**src/rtl/pc_gen.sv**
```systemverilog
// pc_gen: instruction-fetch program counter with reset startup,
// flush/branch/jump redirection and a pending-redirect slot that
// remembers a control transfer which arrives while IF is frozen.
module pc_gen #(
  parameter logic [31:0] RESET_PC = 32'hBFC00000
) (
  input  logic        clk,
  input  logic        rst,
  input  logic        stall,
  input  logic        flush,
  input  logic [31:0] flush_pc,
  input  logic        branch_en,
  input  logic        branch_taken,
  input  logic [31:0] branch_target,
  input  logic        jump_en,
  input  logic [31:0] jump_target,
  output logic [31:0] pc,
  output logic [31:0] pc_plus4,
  output logic        inst_ce,
  output logic        next_is_delayslot,
  output logic        pc_adel
);

  // IDLE: fetch disabled after reset; RUN: normal fetch;
  // PEND: a redirect was seen during a stall and is waiting to be applied.
  typedef enum logic [1:0] {
    IDLE = 2'd0,
    RUN  = 2'd1,
    PEND = 2'd2
  } state_e;

  state_e      state_q;
  logic [31:0] pc_q;
  logic [31:0] pend_pc_q;
  logic        inst_ce_q;
  logic        delayslot_q;

  logic        redirect_d;
  logic [31:0] redirect_pc_d;
  logic        ctrl_xfer_d;

  // Redirect request from ID; a jump outranks a taken branch.
  always_comb begin
    redirect_d    = jump_en | (branch_en & branch_taken);
    redirect_pc_d = jump_en ? jump_target : branch_target;
    // The next fetch is a delay slot whenever ID holds any control
    // transfer, whether or not the branch is taken.
    ctrl_xfer_d   = branch_en | jump_en;
  end

  // Fetch state machine with registered pc, chip enable and delay-slot flag.
  always_ff @(posedge clk) begin
    // NOTE: non-blocking assignments keep every register in this block
    // reading pre-edge values, independent of statement order.
    if (rst) begin
      state_q     <= IDLE;
      pc_q        <= RESET_PC;
      pend_pc_q   <= '0;
      inst_ce_q   <= 1'b0;
      delayslot_q <= 1'b0;
    end else begin
      unique case (state_q)
        IDLE: begin
          // Enable fetch at RESET_PC; redirect inputs are ignored here.
          inst_ce_q <= 1'b1;
          state_q   <= RUN;
        end

        RUN: begin
          if (flush) begin
            pc_q        <= flush_pc;
            delayslot_q <= 1'b0;
          end else if (stall) begin
            // Hold pc and delay-slot flag; remember a redirect for later.
            if (redirect_d) begin
              pend_pc_q <= redirect_pc_d;
              state_q   <= PEND;
            end
          end else begin
            pc_q        <= redirect_d ? redirect_pc_d : pc_plus4;
            delayslot_q <= ctrl_xfer_d;
          end
        end

        PEND: begin
          if (flush) begin
            // The exception redirect supersedes the captured target.
            pc_q        <= flush_pc;
            pend_pc_q   <= '0;
            delayslot_q <= 1'b0;
            state_q     <= RUN;
          end else if (!stall) begin
            pc_q        <= pend_pc_q;
            delayslot_q <= 1'b0;
            state_q     <= RUN;
          end
        end

        default: begin
          state_q <= IDLE;
        end
      endcase
    end
  end

  assign pc                = pc_q;
  assign pc_plus4          = pc_q + 32'd4;
  assign inst_ce           = inst_ce_q;
  assign next_is_delayslot = delayslot_q;
  assign pc_adel           = inst_ce_q & (pc_q[1:0] != 2'b00);

endmodule

```
**config.mk**
```make
export PLATFORM = sky130hd
export DESIGN_NAME = pc_gen
export DESIGN_NICKNAME = d
export VERILOG_FILES = /design/src/rtl/pc_gen.sv
export SDC_FILE = /design/constraint.sdc
export NUM_CORES = 1
export LEC_CHECK = 0
export BUFFER_PORTS_ARGS = -buffer_cell sky130_fd_sc_hd__buf_2
export CAP_MARGIN = 40
export CORE_UTILIZATION = 50
export CTS_CLUSTER_DIAMETER = 80
export DETAILED_ROUTE_END_ITERATION = 10
export PLACE_DENSITY = 0.93
export SLEW_MARGIN = 20
export SYNTH_ARGS = -nofsm -noshare
export SYNTH_HDL_FRONTEND = slang
export SYNTH_SLANG_ARGS = --single-unit
```
**constraint.sdc**
```tcl
create_clock -name clk -period 2.6 [get_ports clk]
set_clock_uncertainty 0.05 [all_clocks]
set_input_delay 0.26 -clock clk [delete_from_list [all_inputs] [get_ports clk]]
set_output_delay 0.26 -clock clk [all_outputs]
set_load 0.02 [all_outputs]
```
==> results.toml, run 1 <==
[clocking]
cts_max_path_buffers = 2
htreeDepth = 3
clk_pin_slew_worst_paths_ps = 70
clock-sinks = 68
cts_made_buffers = 9
clockRootBuffer = "clkbuf_8"
cts_tree = "yes"
cts_hold_buffers = 0
clock_latency_ps = 360

[detailed_routing]
num_vias = 5307
routed_wl_um = 16000
drt_iter0_markers = 597
dr.pass1.iters = 7
drc_errors = 0
via_per_inst = 6.39
postRouteAntennaNets = 0
wire_per_inst_um = 19.3

[worst_setup_path]
setup.worst_path.class = "reg2out"
crit_path_max_incr_delay_ps = 410
cp_data_required_time_ps = 2290
crit_fanout = 11
start_kind = "flip-flop"
slowest_stage = "nor4_1"
crit_chain = "nand4_4 -> nor4_1 -> buf_4 -> nand4_1 -> xnor2_1 -> buf_2"
cp-end-kind = "output pin"
cp.arrival_ps = 2200

[synth]
synth_edf_count = 0
yosysTopAreaCell = "dfxtp_1"
ys.flop_type = "dfxtp_1"
postSynthAreaPerCell_um2 = 8.05
ys_ff_latch = 68
synth_nets = 657
yosys-top-cells-count = "68 x dfxtp_1, 64 x nor2_1, 47 x mux2i_1, 42 x nand2_1, 34 x clkbuf_1"
syn_area_um2 = 4430
yosys_warnings = 0
yosysUniqueCellTypes = 61
synth_area_leaders = "dfxtp_1 31%, mux2i_1 11%, nor2_1 5.4%"
synthArstFlopShare_pct = 0
syn_inst = 550
yosysSeqAreaShare_pct = 30.7
synth_top_area_share_pct = 30.7
synth_most_common_cell = "dfxtp_1"

[timing]
rsz0062_at_grt = "yes"
worst_pin_slew_ps = 704
worst_slack_ps = 86.2
slew_violations = 0
final_hold_viol_count = 0
whs_ps = 121
setup_viol = 0
relSlewSlack_pct = 52.9
fin_crit_sh_pct = 96.7
period_needed_ps = 2510
fmax_mhz = 398

[pwr]
power.density_nw_per_um2 = 602
p_leak_nw = 2.57
peakVddDrop_mv = 0.273
p_total_mw = 3.48

[floorplan]
coreArea_um2 = 8380
start_util_pct = 52.8
die_h_um = 96.1
pin_count = 170
die_x_um = 96.1
die_area_um2 = 9240
rows = 33

[global_routing]
overflow = 0
grt_use_total_pct = 33.8
grt_pass1_vias = 4820
grt_max_degree = 28
grt_pass1_wl_um = 23600
antenna_found_initial = 0

[placement]
dp.final_hpwl_um = 11600
place_inst = 808
portBuffers = 169
post-place-ws_ps = 172
gp_congestion = 0.920

[cells_and_area]
fin_nets = 827
final_util_pct = 69.0
antenna_cells = 0
drive_gt1_share_pct = 33.9
final_cell_count_no_fill = 830
n_fill_cell = 690
ff_latch_area_um2 = 1370
syn2layout_area_growth_pct = 30.6
multi_input_area_um2 = 2870

[job]
max_cap_viol_count = 0

[run_status]
status = "complete, no violations"

[min_path]
min_path_type = "in2reg"
-- critical path: cells and delay by family (launching register included) --
family / cells / cell delay (ps)
buffers and inverters: 2 / 440
XOR/XNOR: 1 / 190
AND/OR/NAND/NOR: 3 / 820
flip-flops: 1 / 400
-- metal layers --
metal  GRT usage (%)  up-vias  part of all wire, %
met5               0        -                    0
met4            15.2        0                  3.6
met3            9.00       73                   12
met2            53.0      424                   46
met1            43.1     2423                   38
li1                -     2387                    -
-- path summary, 6_finish.rpt --
| check | from | endpoint | slack [ps] | cells after the start |
|---|---|---|---|---|
| max | pc[9]$_SDFFE_PP0P_ | pc_plus4[23] | 90 | 6 |
| min | flush_pc[2] | pc[2]$_SDFFE_PP0P_ | 120 | 3 |
| max reg2reg | pc[3]$_SDFFE_PP0P_ | pc[22]$_SDFFE_PP1P_ | 290 | 7 |
| min reg2reg | pend_pc_q[13]$_SDFFE_PP0P_ | pend_pc_q[13]$_SDFFE_PP0P_ | 420 | 1 |
-- logic make-up after synthesis --
group | synth area share [%]
compound gates | 26.9
xor+xnor | 5.54
fa+ha+maj | 1.13
buf+inv | 5.45
flops | 30.7
mux | 10.6
simple gates | 19.6
-- registers in the layout, summed over array words and instances (netlist names) --
name	flops
inst_ce	1
next_is_delayslot	1
pc	32
pend_pc_q	32
state_q	2
-- area by class of cell --
cell class | count | share of cell area, %
Tap cell | 105 | 2.27
Sequential cell | 68 | 23.8
Clock inverter | 3 | 1.17
Inverter | 16 | 1.04
Multi-Input combinational cell | 421 | 49.7
Timing Repair Buffer | 204 | 19.2
Clock buffer | 13 | 2.92
-- layout by cell type, fill, tap and decap left out, types with 8 or more instances in the layout --
cell type	n
buf_2	169
nor2_1	64
dfxtp_1	60
mux2i_1	47
nand2_1	42
buf_4	33
a21oi_1	29
o21ai_0	24
xnor2_1	18
inv_1	15
nand3_1	14
a22o_1	14
nand4_1	12
o31ai_1	12
clkbuf_8	12
a221oi_1	11
xor2_1	10
a22oi_1	9
and3_1	8
nor3_1	8
-- stage by stage --
stage | setup TNS [ps] | area [µm²]
floorplan | 0 | 4430
global placement | 0 | 5450
detailed placement | 0 | 5460
CTS | 0 | 5740
global route | -330 | 5780
finish | 0 | 5780
-- where the power goes --
group	internal, mW	switching [mW]	leakage (nW)
Sequential	1.14	0.135	0.558
Combinational	0.437	0.715	1.90
Clock	0.620	0.430	0.116
-- timing repair --
item	CTS	global route
pin swaps	2	3
gates resized for setup	7	9
endpoints found under the setup margin	5	8
endpoints found under the hold margin	0	0
buffers inserted	2	3
(Power assumes the default switching activity.)
==> run 2, diff against run 1 <==
Settings changed: CORE_ASPECT_RATIO from default to 0.9.
==> run 2 against run 1 <==
Net effect:
- final cell count increased by 1.8%
- global-route usage increased by 0.19 points
- routed wire length decreased by 2.4%
- clock power decreased by 22%
- hold slack improved by 19 ps
- fmax decreased by 0.60%
- via count decreased by 0.79%
- clock-buffer cell count decreased by 1
- non-clock buffer count increased by 1
- combinational power about the same
- largest cell class unchanged
==> results.toml, run 2 (same netlist as run 1, synthesis figures left out) <==
[timing]
slew_violations = 0
finalSetupTns_ps = 0
fin_crit_sh_pct = 97.3
worst_pin_slew_ps = 623
final_hold_viol_count = 0
fmax_mhz = 395
whs_ps = 140
relSlewSlack_pct = 58.0
setup_viol = 0
period_needed_ps = 2530

[cells_and_area]
final_common_cell = "buf_2"
fin_nets = 828
syn2layout_area_growth_pct = 30.2
drive_gt1_share_pct = 34.6
antenna_cells = 0
mostFrequentLayoutCells = "168 x buf_2, 62 x nor2_1, 58 x dfxtp_1"

[placement]
gp_congestion = 0.967
portBuffers = 169
dp.final_hpwl_um = 11400

[detailed_routing]
drc_errors = 0
drt_iter0_markers = 560
postRouteAntennaNets = 0
routed_wl_um = 15600
via_per_inst = 6.23
wire_per_inst_um = 18.5
num_vias = 5265
dr.pass1.iters = 5

[clocking]
cts_max_path_buffers = 2
clock-sinks = 68
clk_pin_slew_worst_paths_ps = 80
cts_made_buffers = 9
cts_hold_buffers = 0
htreeDepth = 3
clockRootBuffer = "clkbuf_8"
cts_tree = "yes"
clock_latency_ps = 360

[min_path]
min_from = "flush_pc[2]"
min_path_type = "in2reg"

[global_routing]
antenna_found_initial = 0
grt_pass1_wl_um = 24100
grt_use_total_pct = 34.0
overflow = 0
grt_max_degree = 28
grt_pass1_vias = 4813

[floorplan]
start_util_pct = 51.7
coreArea_um2 = 8570
die_area_um2 = 9240
rows = 32
die_h_um = 91.3
pin_count = 170
die_x_um = 101

[worst_setup_path]
cp.arrival_ps = 2220
crit_start = "pc[13]$_SDFFE_PP0P_"
setup.worst_path.class = "reg2out"
cp-end-kind = "output pin"
r2r-start = "pc[9]$_SDFFE_PP0P_"
start_kind = "flip-flop"
cp_data_required_time_ps = 2290
crit_fanout = 9

[job]
max_cap_viol_count = 0

[pwr]
p_leak_nw = 2.56
power.density_nw_per_um2 = 564
p_total_mw = 3.25
peakVddDrop_mv = 0.263

[run_status]
status = "complete, no violations"
## run 2: final timing paths
check                                to  slack, ps  cells after the start
max                        pc_plus4[28]         70                      6
min                  pc[2]$_SDFFE_PP0P_        140                      3
max reg2reg         pc[22]$_SDFFE_PP1P_        250                      6
min reg2reg  pend_pc_q[17]$_SDFFE_PP0P_        430                      1
## run 2: area by class of cell
cell class,count,area [µm²]
clock buffers,12,155
clock inverters,4,23.8
fillers,707,2800
inverters,16,60.1
multi-input cells,421,2880
flip-flops and latches,68,1380
well taps,119,149
repair buffers,205,1120
## run 2: metrics by stage
step	instances	area [µm²]	setup WS (ps)	util, %
2_1_floorplan	550	4430	139	-
3_3_place_gp	823	5490	286	64.0
3_5_place_dp	824	5500	156	64.2
4_1_cts	842	5700	0.118	66.5
5_1_grt	845	5770	-22.2	67.3
6_report	845	5770	71.1	67.3
## run 2: layer usage
metal | GRT usage [%] | vias up | wire length, µm
met2 | 52.3 | 425 | 7040
met3 | 10.6 | 56 | 2080
met5 | 0 | - | 0
met4 | 15.6 | 0 | 524
met1 | 43.0 | 2403 | 5970
li1 | - | 2381 | -
## run 2: worst max-delay path, stage by stage (launching register included)
cell and delay, ps:
dfxtp_2 430, nand4_1 300, nor3_2 350, buf_4 210, and3_1 220, xor2_1 170, buf_2 180
## run 2: power by group
group          leakage (nW)  switching [mW]  total, mW  internal [mW]
logic                  1.91           0.713       1.15          0.441
registers             0.559           0.133       1.28           1.15
clock network        0.0961           0.422      0.818          0.396
total                  2.56            1.27       3.25           1.98
## run 2: what timing repair did
item	in CTS	in global routing
resized for setup	3	17
pin swaps	1	4
setup buffers	2	3
setup endpoints to repair	2	12
==> run 3, diff against run 2 <==
Settings changed: RECOVER_POWER from default to 25.
==> run 3 against run 2 <==
Net effect:
- hold slack improved by 1.7 ps
- first-iteration DRC count decreased by 13%
- combinational power hardly changed
- clock power about the same
- non-clock buffer count is the same
- die area unchanged
- fmax down 0.39%
- critical endpoint unchanged
- largest power group unchanged
==> results.toml, run 3 (same netlist as run 1, synthesis figures left out) <==
[run_status]
status = "complete, no violations"

[cells_and_area]
fin_nets = 828
syn2layout_area_growth_pct = 29.4
mostFrequentLayoutCells = "139 x buf_2, 62 x nor2_1, 58 x dfxtp_1"
drive_gt1_share_pct = 30.6
final_cell_count_no_fill = 845
final_area_um2 = 5730
antenna_cells = 0
n_fill_cell = 724
final_common_cell = "buf_2"

[placement]
dp.final_hpwl_um = 11400
portBuffers = 169
gp_congestion = 0.967
detailed_place.area_um2 = 5500
post-place-ws_ps = 156
place_inst = 824

[global_routing]
antenna_found_initial = 0
grt_pass1_vias = 4813
grt_use_total_pct = 34.0
grt_max_degree = 28
grt_pass1_wl_um = 24100
overflow = 0

[worst_setup_path]
cp-end-kind = "output pin"
setup.worst_path.class = "reg2out"
crit_chain = "nand4_1 -> nor3_2 -> buf_4 -> and3_1 -> xor2_1 -> buf_2"
cp_num_buf_inv = 2
crit_path_max_incr_delay_ps = 430
crit_fanout = 9
cp.arrival_ps = 2230
cp_top_family = "simple AND/OR/NAND/NOR gates"
slowest_stage = "dfxtp_2"
cp_data_required_time_ps = 2290
r2r_cells = 6
start_kind = "flip-flop"
worstSetupPathDepth = 6

[detailed_routing]
num_vias = 5281
postRouteAntennaNets = 0
via_per_inst = 6.25
wire_per_inst_um = 18.5
drt_iter0_markers = 486
routed_wl_um = 15600
dr.pass1.iters = 7
drc_errors = 0

[timing]
period_needed_ps = 2540
final_hold_viol_count = 0
slew_violations = 0
worst_pin_slew_ps = 606
fmax_mhz = 394
setup_viol = 0
worst_slack_ps = 61.3
relSlewSlack_pct = 59.2
fin_crit_sh_pct = 97.6

[min_path]
min_path_type = "in2reg"
min_path_cells = 3

[floorplan]
pin_count = 170
die_x_um = 101
die_h_um = 91.3
rows = 32
coreArea_um2 = 8570
start_util_pct = 51.7
die_area_um2 = 9240

[pwr]
power.density_nw_per_um2 = 565
peakVddDrop_mv = 0.261
p_leak_nw = 2.46

[clocking]
clk_pin_slew_worst_paths_ps = 80
htreeDepth = 3
cts_made_buffers = 9
clock_latency_ps = 360
clock-sinks = 68
cts_max_path_buffers = 2
cts_tree = "yes"
cts_hold_buffers = 0
clockRootBuffer = "clkbuf_8"

[job]
max_cap_viol_count = 0
[run 3: cell types whose count changed in the layout (fill, tap and decap cells not counted)]
cell,change
clkbuf_1,+29
buf_2,-29
[run 3: cell type report]
| class | instances | area [µm²] | area share (%) |
|---|---|---|---|
| Clock buffer | 12 | 155 | 2.71 |
| Clock inverter | 4 | 23.8 | 0.415 |
| Inverter | 16 | 60.1 | 1.05 |
| Multi-Input combinational cell | 421 | 2880 | 50.3 |
| Sequential cell | 68 | 1380 | 24.0 |
| Tap cell | 119 | 149 | 2.60 |
| Timing Repair Buffer | 205 | 1090 | 19.0 |
[run 3: worst paths after layout]
kind / start / endpoint / slack [ps]
worst min-delay path: flush_pc[2] / pc[2]$_SDFFE_PP0P_ / 140
worst max register to register: pc[9]$_SDFFE_PP0P_ / pc[22]$_SDFFE_PP1P_ / 260
worst max-delay path: pc[13]$_SDFFE_PP0P_ / pc_plus4[28] / 60
worst min register to register: pend_pc_q[17]$_SDFFE_PP0P_ / pend_pc_q[17]$_SDFFE_PP0P_ / 430
[run 3: power breakdown]
part / leakage [nW] / internal, mW / total (mW) / switching, mW
clock: 0.0961 / 0.395 / 0.817 / 0.422
combinational: 1.81 / 0.423 / 1.14 / 0.713
sequential: 0.559 / 1.15 / 1.28 / 0.136
total: 2.46 / 1.96 / 3.24 / 1.27
[run 3: through the flow]
stage	util (%)	setup TNS (ps)	total power, mW	hold WS [ps]
2_1_floorplan	-	0	1.97	358
3_3_place_gp	64.0	0	2.37	396
3_5_place_dp	64.2	0	2.41	402
4_1_cts	66.5	0	3.21	128
5_1_grt	66.9	-45.6	3.38	146
6_report	66.9	0	3.24	141
[run 3: worst reg2reg max path, delay by kind of cell, from the launching register on]
family	cells	cell delay (ps)
and+or+nand+nor	4	1340
AOI/OAI and AO/OA	1	250
DFF	1	400
buffers and inverters	1	200
[run 3: per-layer routing]
metal	vias up	part of all wire (%)	track usage, %
met4	0	3.2	15.6
li1	2380	-	-
met1	2429	38	43.0
met2	415	46	52.3
met5	-	0	0
met3	57	13	10.6
[run 3: repair_timing]
action,in CTS,in global routing
resized for setup,3,17
setup buffers,2,3
pin swaps,1,4
endpoints found under the setup margin,2,12
